[src/rtl/router_csr_pkg.sv]
// Shared constants and state type for the router CSR AHB-Lite bridge.
package router_csr_pkg;

    localparam logic [1:0] HTRANS_IDLE   = 2'b00;
    localparam logic [1:0] HTRANS_BUSY   = 2'b01;
    localparam logic [1:0] HTRANS_NONSEQ = 2'b10;
    localparam logic [1:0] HTRANS_SEQ    = 2'b11;

    localparam logic [2:0] HSIZE_WORD    = 3'b010;

    typedef enum logic [1:0] {
        IDLE,
        ACCESS,
        ERR1,
        ERR2
    } bridge_state_t;

    function automatic logic htrans_active(input logic [1:0] trans);
        logic active;
        active = 1'b0;
        case (trans)
            HTRANS_NONSEQ, HTRANS_SEQ: active = 1'b1;
            HTRANS_IDLE, HTRANS_BUSY:  active = 1'b0;
        endcase
        return active;
    endfunction

endpackage

[src/rtl/router_csr_ahb_bridge.sv]
// AHB-Lite slave front-end for router_csr: turns AHB address/data phases into
// single-cycle CSR strobes and reports CSR/decode errors as a two-cycle ERROR.
module router_csr_ahb_bridge
    import router_csr_pkg::*;
#(
    parameter int AWIDTH   = 32,
    parameter int DWIDTH   = 32,
    parameter int ERRCNT_W = 16
) (
    input  logic                i_hclk,
    input  logic                i_hreset,
    input  logic                i_hsel,
    input  logic [AWIDTH-1:0]   i_haddr,
    input  logic [1:0]          i_htrans,
    input  logic                i_hwrite,
    input  logic [2:0]          i_hsize,
    input  logic [DWIDTH-1:0]   i_hwdata,
    input  logic                i_hready,
    output logic                o_hreadyout,
    output logic                o_hresp,
    output logic [DWIDTH-1:0]   o_hrdata,
    output logic                o_csr_write,
    output logic                o_csr_read,
    output logic [AWIDTH-1:0]   o_csr_addr,
    output logic [DWIDTH-1:0]   o_csr_wdata,
    input  logic [DWIDTH-1:0]   i_csr_rdata,
    input  logic                i_csr_error,
    input  logic                i_csr_ready,
    output logic [ERRCNT_W-1:0] o_err_count
);

    bridge_state_t         r_state;
    bridge_state_t         w_next;
    logic [AWIDTH-1:0]     r_addr;
    logic                  r_write;
    logic [ERRCNT_W-1:0]   r_err_count;
    logic                  w_accept;
    logic                  w_legal;
    logic                  w_capture;
    bridge_state_t         w_accept_next;

    assign w_accept      = i_hsel & htrans_active(i_htrans) & i_hready;
    assign w_legal       = (i_hsize == HSIZE_WORD) & (i_haddr[1:0] == 2'b00);
    assign w_accept_next = !w_accept ? IDLE : (w_legal ? ACCESS : ERR1);

    assign o_csr_addr  = r_addr;
    assign o_err_count = r_err_count;

    always_ff @(posedge i_hclk or posedge i_hreset) begin
        if (i_hreset) begin
            r_state     <= IDLE;
            r_addr      <= '0;
            r_write     <= 1'b0;
            r_err_count <= '0;
        end else begin
            r_state <= w_next;
            if (w_capture) begin
                r_addr  <= i_haddr;
                r_write <= i_hwrite;
            end
            if (w_next == ERR1 && r_err_count != '1) begin
                r_err_count <= r_err_count + 1'b1;
            end
        end
    end

    always_comb begin
        w_next      = r_state;
        w_capture   = 1'b0;
        o_hreadyout = 1'b1;
        o_hresp     = 1'b0;
        o_hrdata    = '0;
        o_csr_read  = 1'b0;
        o_csr_write = 1'b0;
        o_csr_wdata = '0;
        case (r_state)
            IDLE, ERR2: begin
                o_hresp   = (r_state == ERR2);
                w_capture = w_accept;
                w_next    = w_accept_next;
            end
            ACCESS: begin
                // A CSR error still gets its strobe; the CSR side discards it.
                o_csr_read  = ~r_write & i_csr_ready;
                o_csr_write = r_write & i_csr_ready;
                o_csr_wdata = i_hwdata;
                o_hreadyout = i_csr_ready & ~i_csr_error;
                if (i_csr_ready && i_csr_error) begin
                    w_next = ERR1;
                end else if (i_csr_ready) begin
                    o_hrdata  = r_write ? '0 : i_csr_rdata;
                    w_capture = w_accept;
                    w_next    = w_accept_next;
                end
            end
            ERR1: begin
                o_hreadyout = 1'b0;
                o_hresp     = 1'b1;
                w_next      = ERR2;
            end
            default: w_next = IDLE;
        endcase
    end

endmodule

[config.mk]
export PLATFORM = sky130hd
export DESIGN_NAME = router_csr_ahb_bridge
export DESIGN_NICKNAME = d
export VERILOG_FILES = /design/src/rtl/router_csr_pkg.sv /design/src/rtl/router_csr_ahb_bridge.sv
export SDC_FILE = /design/constraint.sdc
export NUM_CORES = 1
export LEC_CHECK = 0
export ABC_AREA = 1
export BUFFER_PORTS_ARGS = -buffer_cell sky130_fd_sc_hd__buf_4
export CAP_MARGIN = 40
export CORE_ASPECT_RATIO = 2
export CORE_UTILIZATION = 42
export DETAILED_ROUTE_END_ITERATION = 10
export GPL_TIMING_DRIVEN = 0
export PLACE_DENSITY_LB_ADDON = 0.15
export SYNTH_ARGS = -nofsm -noshare
export SYNTH_HDL_FRONTEND = slang
export SYNTH_SLANG_ARGS = --single-unit
[constraint.sdc]
create_clock -name i_hclk -period 2.3 [get_ports i_hclk]
set_clock_uncertainty 0.2 [all_clocks]
set_input_delay 0.575 -clock i_hclk [delete_from_list [all_inputs] [get_ports i_hclk]]
set_output_delay 0.575 -clock i_hclk [all_outputs]
set_load 0.01 [all_outputs]
==> results.py <==
metrics = {
    "hold_path": {
        "hold_path_class": "in -> async",
    },
    "logic_synthesis": {
        "synth_enable_flop_cells": 0,
        "yosysMostFrequentCell": "nand2_1",
        "synth.avg_cell_area_sq_um": 7.88,
        "synth_area_sq_um": 3180,
        "ys_seq_area_share_pct": 40.1,
        "synth_nets": 517,
        "yosys_warnings": 0,
        "synth_top_flop_cell": "dfrtp_1",
        "yosysUniqueCellTypes": 24,
        "synth_seq_cells": 51,
        "synth_top_cell_by_area": "dfrtp_1",
        "synthTopCellsByArea": "dfrtp_1 (40%), nand2_1 (16%), mux2_4 (12%), inv_1 (6.4%), nor2_1 (6.4%)",
        "yosys-top-cells-count": "nand2_1 (135), inv_1 (54), nor2_1 (54)",
        "async_reset_ff_share_pct": 100,
        "synth_top_area_share_pct": 40.1,
        "synth_cells": 404,
    },
    "placement": {
        "routabilityCongestion": 0.836,
        "portBuffers": 222,
        "hpwl_mm": 8.40,
        "dpl-instance-area_sq_um": 4980,
    },
    "global_route": {
        "antenna_found_initial": 0,
        "grt_max_degree": 39,
        "grt_pass1_vias": 3694,
        "grt_overflow_total": 0,
        "grt_usage_pct": 28.7,
        "grt_pass1_wl_mm": 17.7,
    },
    "sta": {
        "rsz0062_at_grt": "yes",
        "hold_violations": 0,
        "maxSlewViolCount": 0,
        "relSlewSlack_pct": 75.0,
        "worst_slew_pin_slew_ps": 373,
        "setup_viol": 32,
        "layout_setup_ws_ps": -61.7,
        "fmax_ghz": 0.423,
        "period_share_pct": 103,
        "period_needed_ps": 2360,
    },
    "layout": {
        "nets": 757,
        "utilization_pct": 76.1,
        "drive_gt1_share_pct": 51.3,
        "diodes": 0,
        "design_area_sq_um": 5530,
        "area_growth_pct": 73.8,
    },
    "run_status": {
        "violations": "setup timing",
        "status": "complete, but fails checks",
    },
    "power_and_ir_drop": {
        "ir_drop_mv": 0.665,
        "leakage_nw": 3.21,
        "p_total_mw": 3.08,
        "p_per_area_nw_per_um2": 557,
    },
    "clocking": {
        "clockBufferDepth": 2,
        "clock_latency_ps": 300,
        "h-tree-depth": 2,
        "cts_tree": "done",
        "clk_pin_slew_ps": 70,
        "numCtsBuffers": 5,
        "root_buffer": "clkbuf_16",
        "clock_sinks": 51,
    },
    "floorplanning": {
        "die_w_um": 63.5,
        "coreArea_sq_um": 7270,
        "dieArea_sq_um": 7950,
        "num_io_pins": 224,
        "initial_core_util_pct": 43.8,
        "die_h_um": 125,
        "std_cell_rows": 44,
    },
    "routing": {
        "wl_per_cell_um": 15.1,
        "viasPerCell": 4.80,
        "wirelength_mm": 11.1,
        "vias": 3538,
        "ant_nets": 0,
        "drcViolationCount": 0,
        "drt_pass1_iterations": 6,
        "drtIter0Drc": 151,
    },
    "critical_path": {
        "criticalPathCategory": "reg -> out",
        "cp_max_fo": 8,
        "cp-end-kind": "output port",
        "cp-start-kind": "flip-flop",
        "cp_data_arrival_time_ps": 1590,
        "cp.required_ps": 1520,
    },
    "job": {
        "maxCapViolCount": 0,
    },
}
-- logic make-up after synthesis --
group / synth area share, %
AO/OA/AOI/OAI: 0.786
XOR/XNOR: 2.48
adder cells (fa/ha/maj): 1.97
buffers and inverters: 9.59
flip-flops: 40.1
multiplexers: 14.0
AND/OR/NAND/NOR: 31.0
-- through the flow --
| step | TNS (ps) | std cells | hold slack [ps] | worst slack [ps] |
|---|---|---|---|---|
| floorplan | 0 | 404 | 307 | 130 |
| global placement | -19390 | 718 | 273 | -365 |
| detailed placement | -1800 | 719 | 290 | -97.4 |
| CTS | -619 | 737 | 36.5 | -35.3 |
| global route | -3980 | 737 | 48.7 | -130 |
| finish | -1010 | 737 | 30.5 | -61.7 |
-- final timing paths --
check	startpoint	endpoint	slack [ps]	depth (start not counted)
max	r_state[1]	o_hrdata[27]	-60	8
min	i_hreset	o_csr_addr[19]	30	2
max reg2reg	r_state[1]	o_err_count[3]	210	10
min reg2reg	o_csr_addr[0]	o_csr_addr[0]	300	2
max in group asynchronous	i_hreset	r_state[0]	1350	3
min in group i_hclk	i_haddr[21]	o_csr_addr[21]	300	2
-- per-layer routing --
metal / global-route usage [%] / vias to the layer above / share of wire, %
met5: 0 / - / 0
met1: 25.6 / 1636 / 32
li1: - / 1712 / -
met2: 54.3 / 164 / 55
met3: 10.4 / 26 / 9.6
met4: 13.9 / 0 / 3.5
-- cells in the final DEF, fill, tap and decap left out, types with 2 or more instances in the layout --
cell	n
a21oi_1	2
buf_4	216
buf_6	21
clkbuf_16	6
clkbuf_2	3
clkbuf_8	6
dfrtp_1	50
ha_1	3
inv_1	51
inv_2	2
mux2_2	5
mux2_4	26
nand2_1	134
nand2_4	2
nand3_1	27
nand3_2	4
nand4_1	6
nor2_1	29
nor2_2	13
nor2_4	15
o21ai_0	3
xnor2_1	4
xor2_1	5
-- critical path: stages (launching register included) --
cell and delay [ps]:
dfrtp_1 400, inv_2 90, ha_4 150, nand2_4 60, nor2_4 120, inv_4 80, clkbuf_8 160, nor2_2 100
buf_4 140
-- power breakdown --
group / total, mW / leakage, nW / switching, mW / internal, mW
Combinational: 0.990 / 2.49 / 0.402 / 0.588
Sequential: 1.22 / 0.636 / 0.140 / 1.08
Clock: 0.871 / 0.0804 / 0.354 / 0.518
-- sequential cells by signal, indices dropped and copies added (netlist names) --
register and count:
o_err_count 16, r_write 1, o_csr_addr 32, r_state 2
-- area by class of cell --
type,count,area (sq um)
repair buffers,233,1830
multi-input cells,283,1760
fillers,510,1740
flip-flops and latches,51,1280
inverters,54,205
plain buffers,16,173
clock buffers,5,125
well taps,92,115
clock inverters,3,46.3
-- repair_timing --
item	4_1_cts	5_1_grt
endpoints found under the setup margin	63	64
endpoints found under the hold margin	0	0
pin swaps	2	1
resized for setup	84	5
setup buffers	7	0
hold buffers	0	0
cloned	3	0
(Power assumes the default switching activity.)
